$ cat src/rtl/migration_scheduler.sv
// Cache-line migration scheduler (L2->L1, L3->L2): queues requests from hit
// monitoring and shares one cache access port with demand traffic, which always wins.
module migration_scheduler #(
    parameter int ADDR_WIDTH = 8,
    parameter int LINE_SIZE  = 32,
    parameter int QDEPTH     = 4,
    parameter int CNT_WIDTH  = 8
) (
    input  logic                  clk,
    input  logic                  rst,
    input  logic                  req_valid,
    output logic                  req_ready,
    input  logic [ADDR_WIDTH-1:0] req_addr,
    input  logic [1:0]            req_src,
    input  logic                  cpu_busy,
    output logic [1:0]            mem_sel,
    output logic [ADDR_WIDTH-1:0] mem_addr,
    output logic                  mem_rd,
    output logic                  mem_wr,
    output logic [LINE_SIZE-1:0]  mem_wdata,
    output logic [ADDR_WIDTH-1:0] mem_wtag,
    input  logic [LINE_SIZE-1:0]  mem_rdata,
    input  logic                  mem_hit,
    output logic                  vic_req,
    output logic [1:0]            vic_level,
    input  logic                  vic_ack,
    input  logic [ADDR_WIDTH-1:0] vic_idx,
    output logic                  busy,
    output logic                  done,
    output logic [ADDR_WIDTH-1:0] done_addr,
    output logic [CNT_WIDTH-1:0]  drop_cnt
);
    localparam int PW = $clog2(QDEPTH);
    localparam int CW = PW + 1;
    localparam logic [CW-1:0] Q_FULL  = CW'(QDEPTH);
    localparam logic [PW-1:0] PTR_ONE = PW'(1);

    typedef enum logic [2:0] {
        S_IDLE, S_READ, S_WAIT_RD, S_VICTIM, S_WRITE, S_DONE
    } state_t;

    state_t                r_state, w_next_state;
    logic [ADDR_WIDTH-1:0] r_q_addr [QDEPTH];
    logic [1:0]            r_q_src  [QDEPTH];
    logic [PW-1:0]         r_wr_ptr, r_rd_ptr;
    logic [CW-1:0]         r_count;
    logic [LINE_SIZE-1:0]  r_data;
    logic [ADDR_WIDTH-1:0] r_vidx;
    logic [CNT_WIDTH-1:0]  r_drop_cnt;

    logic [PW-1:0]         w_off [QDEPTH];
    logic                  w_dup, w_bad_src, w_accept, w_push, w_drop_req, w_miss, w_pop;
    logic [ADDR_WIDTH-1:0] w_head_addr;
    logic [1:0]            w_head_src, w_dst_lvl;
    logic [1:0]            w_drop_inc;
    logic [CNT_WIDTH:0]    w_drop_sum;

    assign w_head_addr = r_q_addr[r_rd_ptr];
    assign w_head_src  = r_q_src[r_rd_ptr];
    assign w_dst_lvl   = w_head_src - 2'd1;

    // Ready is held low while reset is asserted so every output reads 0 in reset.
    assign req_ready  = !rst && (r_count < Q_FULL);
    assign busy       = (r_state != S_IDLE) || (r_count != '0);
    assign drop_cnt   = r_drop_cnt;

    assign w_bad_src  = (req_src == 2'd0) || (req_src == 2'd3);
    assign w_accept   = req_valid && req_ready;
    assign w_push     = w_accept && !w_bad_src && !w_dup;
    assign w_drop_req = w_accept && (w_bad_src || w_dup);
    assign w_miss     = (r_state == S_WAIT_RD) && !mem_hit;
    assign w_pop      = w_miss || (r_state == S_DONE);

    // The in-flight migration stays at the head until popped, so scanning the
    // live queue entries also covers the in-flight duplicate case.
    always_comb begin
        w_dup = 1'b0;
        for (int i = 0; i < QDEPTH; i++) begin
            w_off[i] = PW'(i) - r_rd_ptr;
            if (({1'b0, w_off[i]} < r_count) && (r_q_addr[i] == req_addr) &&
                (r_q_src[i] == req_src))
                w_dup = 1'b1;
        end
    end

    // NOTE: queue storage has no reset; the pointers and count alone define which entries are live.
    always_ff @(posedge clk) begin
        if (w_push) begin
            r_q_addr[r_wr_ptr] <= req_addr;
            r_q_src[r_wr_ptr]  <= req_src;
        end
    end

    // NOTE: sequential state uses non-blocking assignments so every register samples pre-edge values.
    always_ff @(posedge clk or posedge rst) begin
        if (rst) begin
            r_wr_ptr <= '0;
            r_rd_ptr <= '0;
            r_count  <= '0;
        end else begin
            if (w_push) r_wr_ptr <= r_wr_ptr + PTR_ONE;
            if (w_pop)  r_rd_ptr <= r_rd_ptr + PTR_ONE;
            case ({w_push, w_pop})
                2'b10:   r_count <= r_count + CW'(1);
                2'b01:   r_count <= r_count - CW'(1);
                default: r_count <= r_count;
            endcase
        end
    end

    assign w_drop_inc = {1'b0, w_drop_req} + {1'b0, w_miss};
    assign w_drop_sum = {1'b0, r_drop_cnt} + (CNT_WIDTH+1)'(w_drop_inc);

    always_ff @(posedge clk or posedge rst) begin
        if (rst) begin
            r_drop_cnt <= '0;
            r_data     <= '0;
            r_vidx     <= '0;
            r_state    <= S_IDLE;
        end else begin
            r_drop_cnt <= w_drop_sum[CNT_WIDTH] ? '1 : w_drop_sum[CNT_WIDTH-1:0];
            if ((r_state == S_WAIT_RD) && mem_hit) r_data <= mem_rdata;
            if ((r_state == S_VICTIM) && vic_ack)  r_vidx <= vic_idx;
            r_state <= w_next_state;
        end
    end

    // NOTE: every output gets a default first so no path through the case infers a latch.
    always_comb begin
        w_next_state = r_state;
        mem_sel      = '0;
        mem_addr     = '0;
        mem_rd       = 1'b0;
        mem_wr       = 1'b0;
        mem_wdata    = '0;
        mem_wtag     = '0;
        vic_req      = 1'b0;
        vic_level    = '0;
        done         = 1'b0;
        done_addr    = '0;
        case (r_state)
            S_IDLE: if (r_count != '0) w_next_state = S_READ;
            S_READ: begin
                if (!cpu_busy) begin
                    mem_rd       = 1'b1;
                    mem_sel      = w_head_src;
                    mem_addr     = w_head_addr;
                    w_next_state = S_WAIT_RD;
                end
            end
            S_WAIT_RD: w_next_state = mem_hit ? S_VICTIM : S_IDLE;
            S_VICTIM: begin
                vic_req   = 1'b1;
                vic_level = w_dst_lvl;
                if (vic_ack) w_next_state = S_WRITE;
            end
            S_WRITE: begin
                if (!cpu_busy) begin
                    mem_wr       = 1'b1;
                    mem_sel      = w_dst_lvl;
                    mem_addr     = r_vidx;
                    mem_wdata    = r_data;
                    mem_wtag     = w_head_addr;
                    w_next_state = S_DONE;
                end
            end
            S_DONE: begin
                done         = 1'b1;
                done_addr    = w_head_addr;
                w_next_state = S_IDLE;
            end
            default: w_next_state = S_IDLE;
        endcase
    end
endmodule

$ cat config.mk
export PLATFORM = sky130hd
export DESIGN_NAME = migration_scheduler
export DESIGN_NICKNAME = d
export VERILOG_FILES = /design/src/rtl/migration_scheduler.sv
export SDC_FILE = /design/constraint.sdc
export NUM_CORES = 1
export LEC_CHECK = 0
export ABC_AREA = 1
export ABC_CLOCK_PERIOD_IN_PS = 5820
export CORE_MARGIN = 5
export CORE_UTILIZATION = 56
export CTS_BUF_LIST = sky130_fd_sc_hd__clkbuf_8
export DETAILED_ROUTE_END_ITERATION = 7
export MAX_ROUTING_LAYER = met4
export PLACE_DENSITY = 0.95
export SYNTH_ARGS = -nofsm -noshare
export SYNTH_HDL_FRONTEND = slang
export SYNTH_SLANG_ARGS = --single-unit
$ cat constraint.sdc
create_clock -name clk -period 5.82 [get_ports clk]
set_input_delay 1.164 -clock clk [delete_from_list [all_inputs] [get_ports clk]]
set_output_delay 1.164 -clock clk [all_outputs]
set_load 0.01 [all_outputs]
* Yosys cells after proc, flatten, opt, wreduce, memory -nomap -nowiden
Memory sizes are Yosys's and may differ from the RTL's.
Index checks and enable logic that the tools add are counted.
** Operators by class
- Add/sub/neg operators :: 11
- Magnitude comparators :: 5
- Eq/ne operators :: 20
- Muxes and demuxes :: 30
- Reduce and logical (&&, ||, !) cells :: 30
** Operators with widths (count)
- 2-to-1 mux 32 bit :: 2
- 2-to-1 mux 8 bit :: 5
- equality test 8 bit :: 4
- logical AND 1 bit :: 16
- one-hot mux 8 bit (2 select lines) :: 1
- one-hot mux 3 bit (5 select lines) :: 1
- < comparator 2 x 3 -> 1 bit :: 4
- 2-to-1 mux 3 bit :: 4
- 2-to-1 mux 1 bit :: 11
- adder 8 x 2 -> 9 bit :: 1
- equality test 2 bit :: 4
- 2-to-1 mux 2 bit :: 4
- inequality test 2 bit, second input constant :: 4
- equality test 3 x 2 -> 1 bit, second input constant :: 2
- equality test 3 bit, second input constant :: 2
- one-hot mux 3 bit (2 select lines) :: 1
- nonzero test 3 bit :: 2
- adder 2 x 1 -> 2 bit, second input constant :: 2
- equality test 2 bit, second input constant :: 2
- zero test 1 bit :: 4
- logical OR 1 bit :: 4
- one-hot mux 2 bit (2 select lines) :: 1
- AND reduction 4 bit :: 1
- subtractor 1 x 2 -> 2 bit, first input constant :: 2
- 11 further kinds :: 12
** Storage, ports and cells
- Register bits after elaboration :: 58
- Memory bits (writable) :: 40
- Input bits :: 56
- Output and inout port bits :: 74
- Word-level logic and storage cells :: 105
- Memories :: 2
** Memory list
- r_q_addr :: depth 4, bits a word 8, rd ports 5, clocked after Yosys merged registers in 0, wr ports 1, RTL line 43 : logic [ADDR_WIDTH-1:0] r_q_addr [QDEPTH];
- r_q_src :: depth 4, bits a word 2, rd ports 5, clocked after Yosys merged registers in 0, wr ports 1, RTL line 44 : logic [1:0] r_q_src [QDEPTH];

* Logic depth before layout (Yosys ltp)
- Depth in word-level cells :: 13
- Gate-level depth with buffers :: 25
- Gate-level depth less buffers :: 24

* Worst setup path before layout
No wires, ideal clock.
- Kind :: input to output
- Start point :: input cpu_busy
- End point :: output mem_addr[7]
- Arrival time :: 1922 ps
- Required time :: 4656 ps
- Setup slack :: 2734 ps
- Stages :: 3
- Path buffers :: 0
- Path through :: nor2_1 -> inv_1 -> o21ai_0
** On the way
- Word-level cells in the longest chain between the ends :: 2
- Elaborated cells on any way between the ends :: 3
- Those cells by class :: 3 x mux
** Ends and longest elaborated chain
- start: declaration :: RTL line 15 : input logic cpu_busy,
- 2-to-1 mux 8 bit, on equally long branches :: RTL line 158, 144
- one-hot mux 8 bit (2 select lines) * :: RTL line 141 : case (r_state)
- end: declaration :: RTL line 17 : output logic [ADDR_WIDTH-1:0] mem_addr,
Every way passes the cells marked *; elsewhere a longest branch is shown, timed or not.

* Final worst setup path
- Start point :: input cpu_busy
- End point :: output mem_wdata[12]
** On the way
- Word-level cells in the longest chain between the ends :: 2
** Ends and longest elaborated chain
- 2-to-1 mux 32 bit :: RTL line 158 : if (!cpu_busy) begin
- 2-to-1 mux 32 bit :: RTL line 141
- end: declaration :: RTL line 20 : output logic [LINE_SIZE-1:0] mem_wdata,
No other way between the ends.

==> flow_summary.ini <==
[power_and_ir_drop]
switchingPower_mw = 1.04
power.leakage_nw = 3.47
p_sw_frac = 0.401
max-vdd-ir-drop_v = 0.000258
comb_power_share = 0.420
power_density_nw_per_um2 = 368
internal-power_mw = 1.56
power.clock.fraction = 0.175
power_frac_seq = 0.405

[detailed_routing]
drt-pass1-iter-count = 5
dr_total_vias = 5147
post_drt_wl_per_cell_um = 14.6
finalWirelength_um = 14700
drcViolationCount = 0
drtIter0Drc = 502
ant_nets = 0
via_per_inst = 5.13

[global_route]
grt_pass1_vias = 5050
grt_pass1_wl_um = 23500
grt_max_degree = 44
antenna_found_initial = 0
grtUsageTotal = 0.263
overflow = 0

[placement]
portBuffers = 129
gp_congestion = 0.952
hpwl_um = 10900
dp.cells = 987

[yosys]
synthMuxAreaShare = 0.00206
yosysTopAreaCellShare = 0.265
yosysWarnings = 0
synth_compound_area_frac = 0.0722
synth_fa_ha_area_frac = 0.0302
synth_top_family_by_area = simple AND/OR/NAND/NOR gates
syn_inst = 738
synth.distinct_cells = 37
syn_area_per_cell_um2 = 7.42
synth_seq_cells = 98
synth_nets = 806
synth_xor_xnor_area_share = 0.00800
synthSimpleGateAreaFrac = 0.302
yosys-top-cells-area = dfrtp_1, edfxtp_1, nand2_1, inv_1, nor2_1
synth_area_leader_cell = dfrtp_1
netlist_area_um2 = 5470
synth.yosys.seq_area_share = 0.485

[worst_setup_path]
path_common_cell = clkdlybuf4s50_1
cp_max_fo = 24
cp.arrival_ns = 3.21
r2r_slack_ns = 2.43
cp.required_ns = 4.66
crit_path_end_kind = primary output
critPathLaunchType = input pin
max_stage_delay_ns = 0.57
path_cells = clkdlybuf4s50_1 -> inv_1 -> nand2_1 -> nor2_1 -> clkdlybuf4s50_1
criticalPathCategory = input pin to primary output
critical_path.slowest_cell = clkdlybuf4s50_1

[layout]
final_util = 0.734
instances_no_fill = 1003
syn2layout_area_growth_pct = 29.2
drive_above_1_share = 0.0563
final_common_cell = nand2_1
antenna_cells = 0
fin_nets = 933
layout_common_cells = nand2_1, clkdlybuf4s50_1, inv_1

[timing]
rsz0062_at_grt = no
setup_viol = 0
skew_ns = 0.0145
slew_headroom = 0.234
hold_viol_final = 0
finalCritPeriodShare = 0.751
period_minus_slack_ns = 4.37
drv_slew = 0
finalSetupTns_ns = 0
tightest_slew_ns = 1.15
max_freq_mhz = 229

[clock_tree]
clock-sinks = 98
clk_pin_slew_ns = 0.10
clk_latency_ns = 0.38
ctsResizeCount = 0
cts_hold_buf = 0
h-tree-depth = 3
postCtsSetupBuffers = 0
cts_tree = yes
cts_buffer_depth = 2
numCtsBuffers = 9
cts_root_buf = clkbuf_8

[run]
drv_cap = 0

[die]
num_rows = 36
die_y_um = 109
initial_utilization = 0.568
die_x_um = 109
core_area_um2 = 9640
die_area_um2 = 11800
io_pins = 130

[min_path]
hold_class = flop to flop

[run_status]
status = finished clean
-- per-layer routing --
layer / track usage / wire, µm
met1: 0.320 / 5830
met2: 0.428 / 7150
met3: 0.0444 / 1120
met4: 0.126 / 584
met5: - / 0
-- worst max-delay path, delay by kind of cell --
family / cells / cell delay (ns)
buffers and inverters: 3 / 1.65
and+or+nand+nor: 2 / 0.39
-- cells in the mapped netlist (all sizes together) --
| library cell | n |
|---|---|
| nand3b | 1 |
| inv | 124 |
| clkbuf | 3 |
| clkinv | 2 |
| nand3 | 14 |
| a32oi | 1 |
| o21ai | 29 |
| nor4 | 1 |
| a21oi | 23 |
| xnor2 | 2 |
| xor2 | 3 |
| or2 | 2 |
| ha | 10 |
| buf | 12 |
| edfxtp | 40 |
| nor3 | 5 |
| nand2 | 272 |
| a31oi | 1 |
| o22ai | 17 |
| nor2 | 115 |
| mux2 | 1 |
| fa | 2 |
| dfrtp | 58 |
-- kinds of logic after synthesis --
logic type	count (synthesis)
mux	1
simple gates	410
xor+xnor	5
fa+ha+maj	12
flops	98
buf+inv	141
compound gates	71
-- power by group through the flow --
stage	registers (mW)	clock network, mW	logic (mW)
final	1.06	0.456	1.09
after global routing	1.08	0.490	1.23
after CTS	1.05	0.458	1.09
after detailed placement	1.06	0	1.08
after global placement	1.05	0	1.03
after floorplan	1.03	0	0.700
-- flip-flops by register name, indices dropped and copies added, names as in the netlist --
register / count
drop_cnt: 8
r_count: 3
r_data: 32
r_q_addr: 32
r_q_src: 8
r_rd_ptr: 2
r_state: 3
r_vidx: 8
r_wr_ptr: 2
-- final cells by class --
cell class	instances	area (µm²)
Clock buffer	10	138
Sequential cell	98	2650
Inverter	126	473
Timing Repair Buffer	131	1310
Fill cell	726	2570
Clock inverter	6	65.1
Tap cell	133	166
Multi-Input combinational cell	499	2270
-- path summary, 6_finish.rpt --
| check | start | cells past startpoint | to |
|---|---|---|---|
| setup / recovery | cpu_busy | 5 | mem_wdata[12] |
| setup reg to reg | r_rd_ptr[0] | 24 | drop_cnt[3] |
| min in group asynchronous | rst | 2 | r_wr_ptr[1] |
| max in group asynchronous | rst | 3 | r_data[27] |
| hold / removal | r_data[31] | 2 | r_data[31] |
| hold reg to reg | r_data[31] | 2 | r_data[31] |
-- through the flow --
step	worst slack, ns	instance area, µm²	power [mW]	hold WS [ns]
5_1_grt	1.33	7070	2.80	0.520
6_report	1.45	7070	2.60	0.493
2_1_floorplan	2.73	5470	1.73	0.449
3_3_place_gp	1.66	6870	2.09	0.462
3_5_place_dp	1.55	6870	2.14	0.465
4_1_cts	1.46	7070	2.60	0.497
Note: power is estimated with default switching activity, not from simulation.
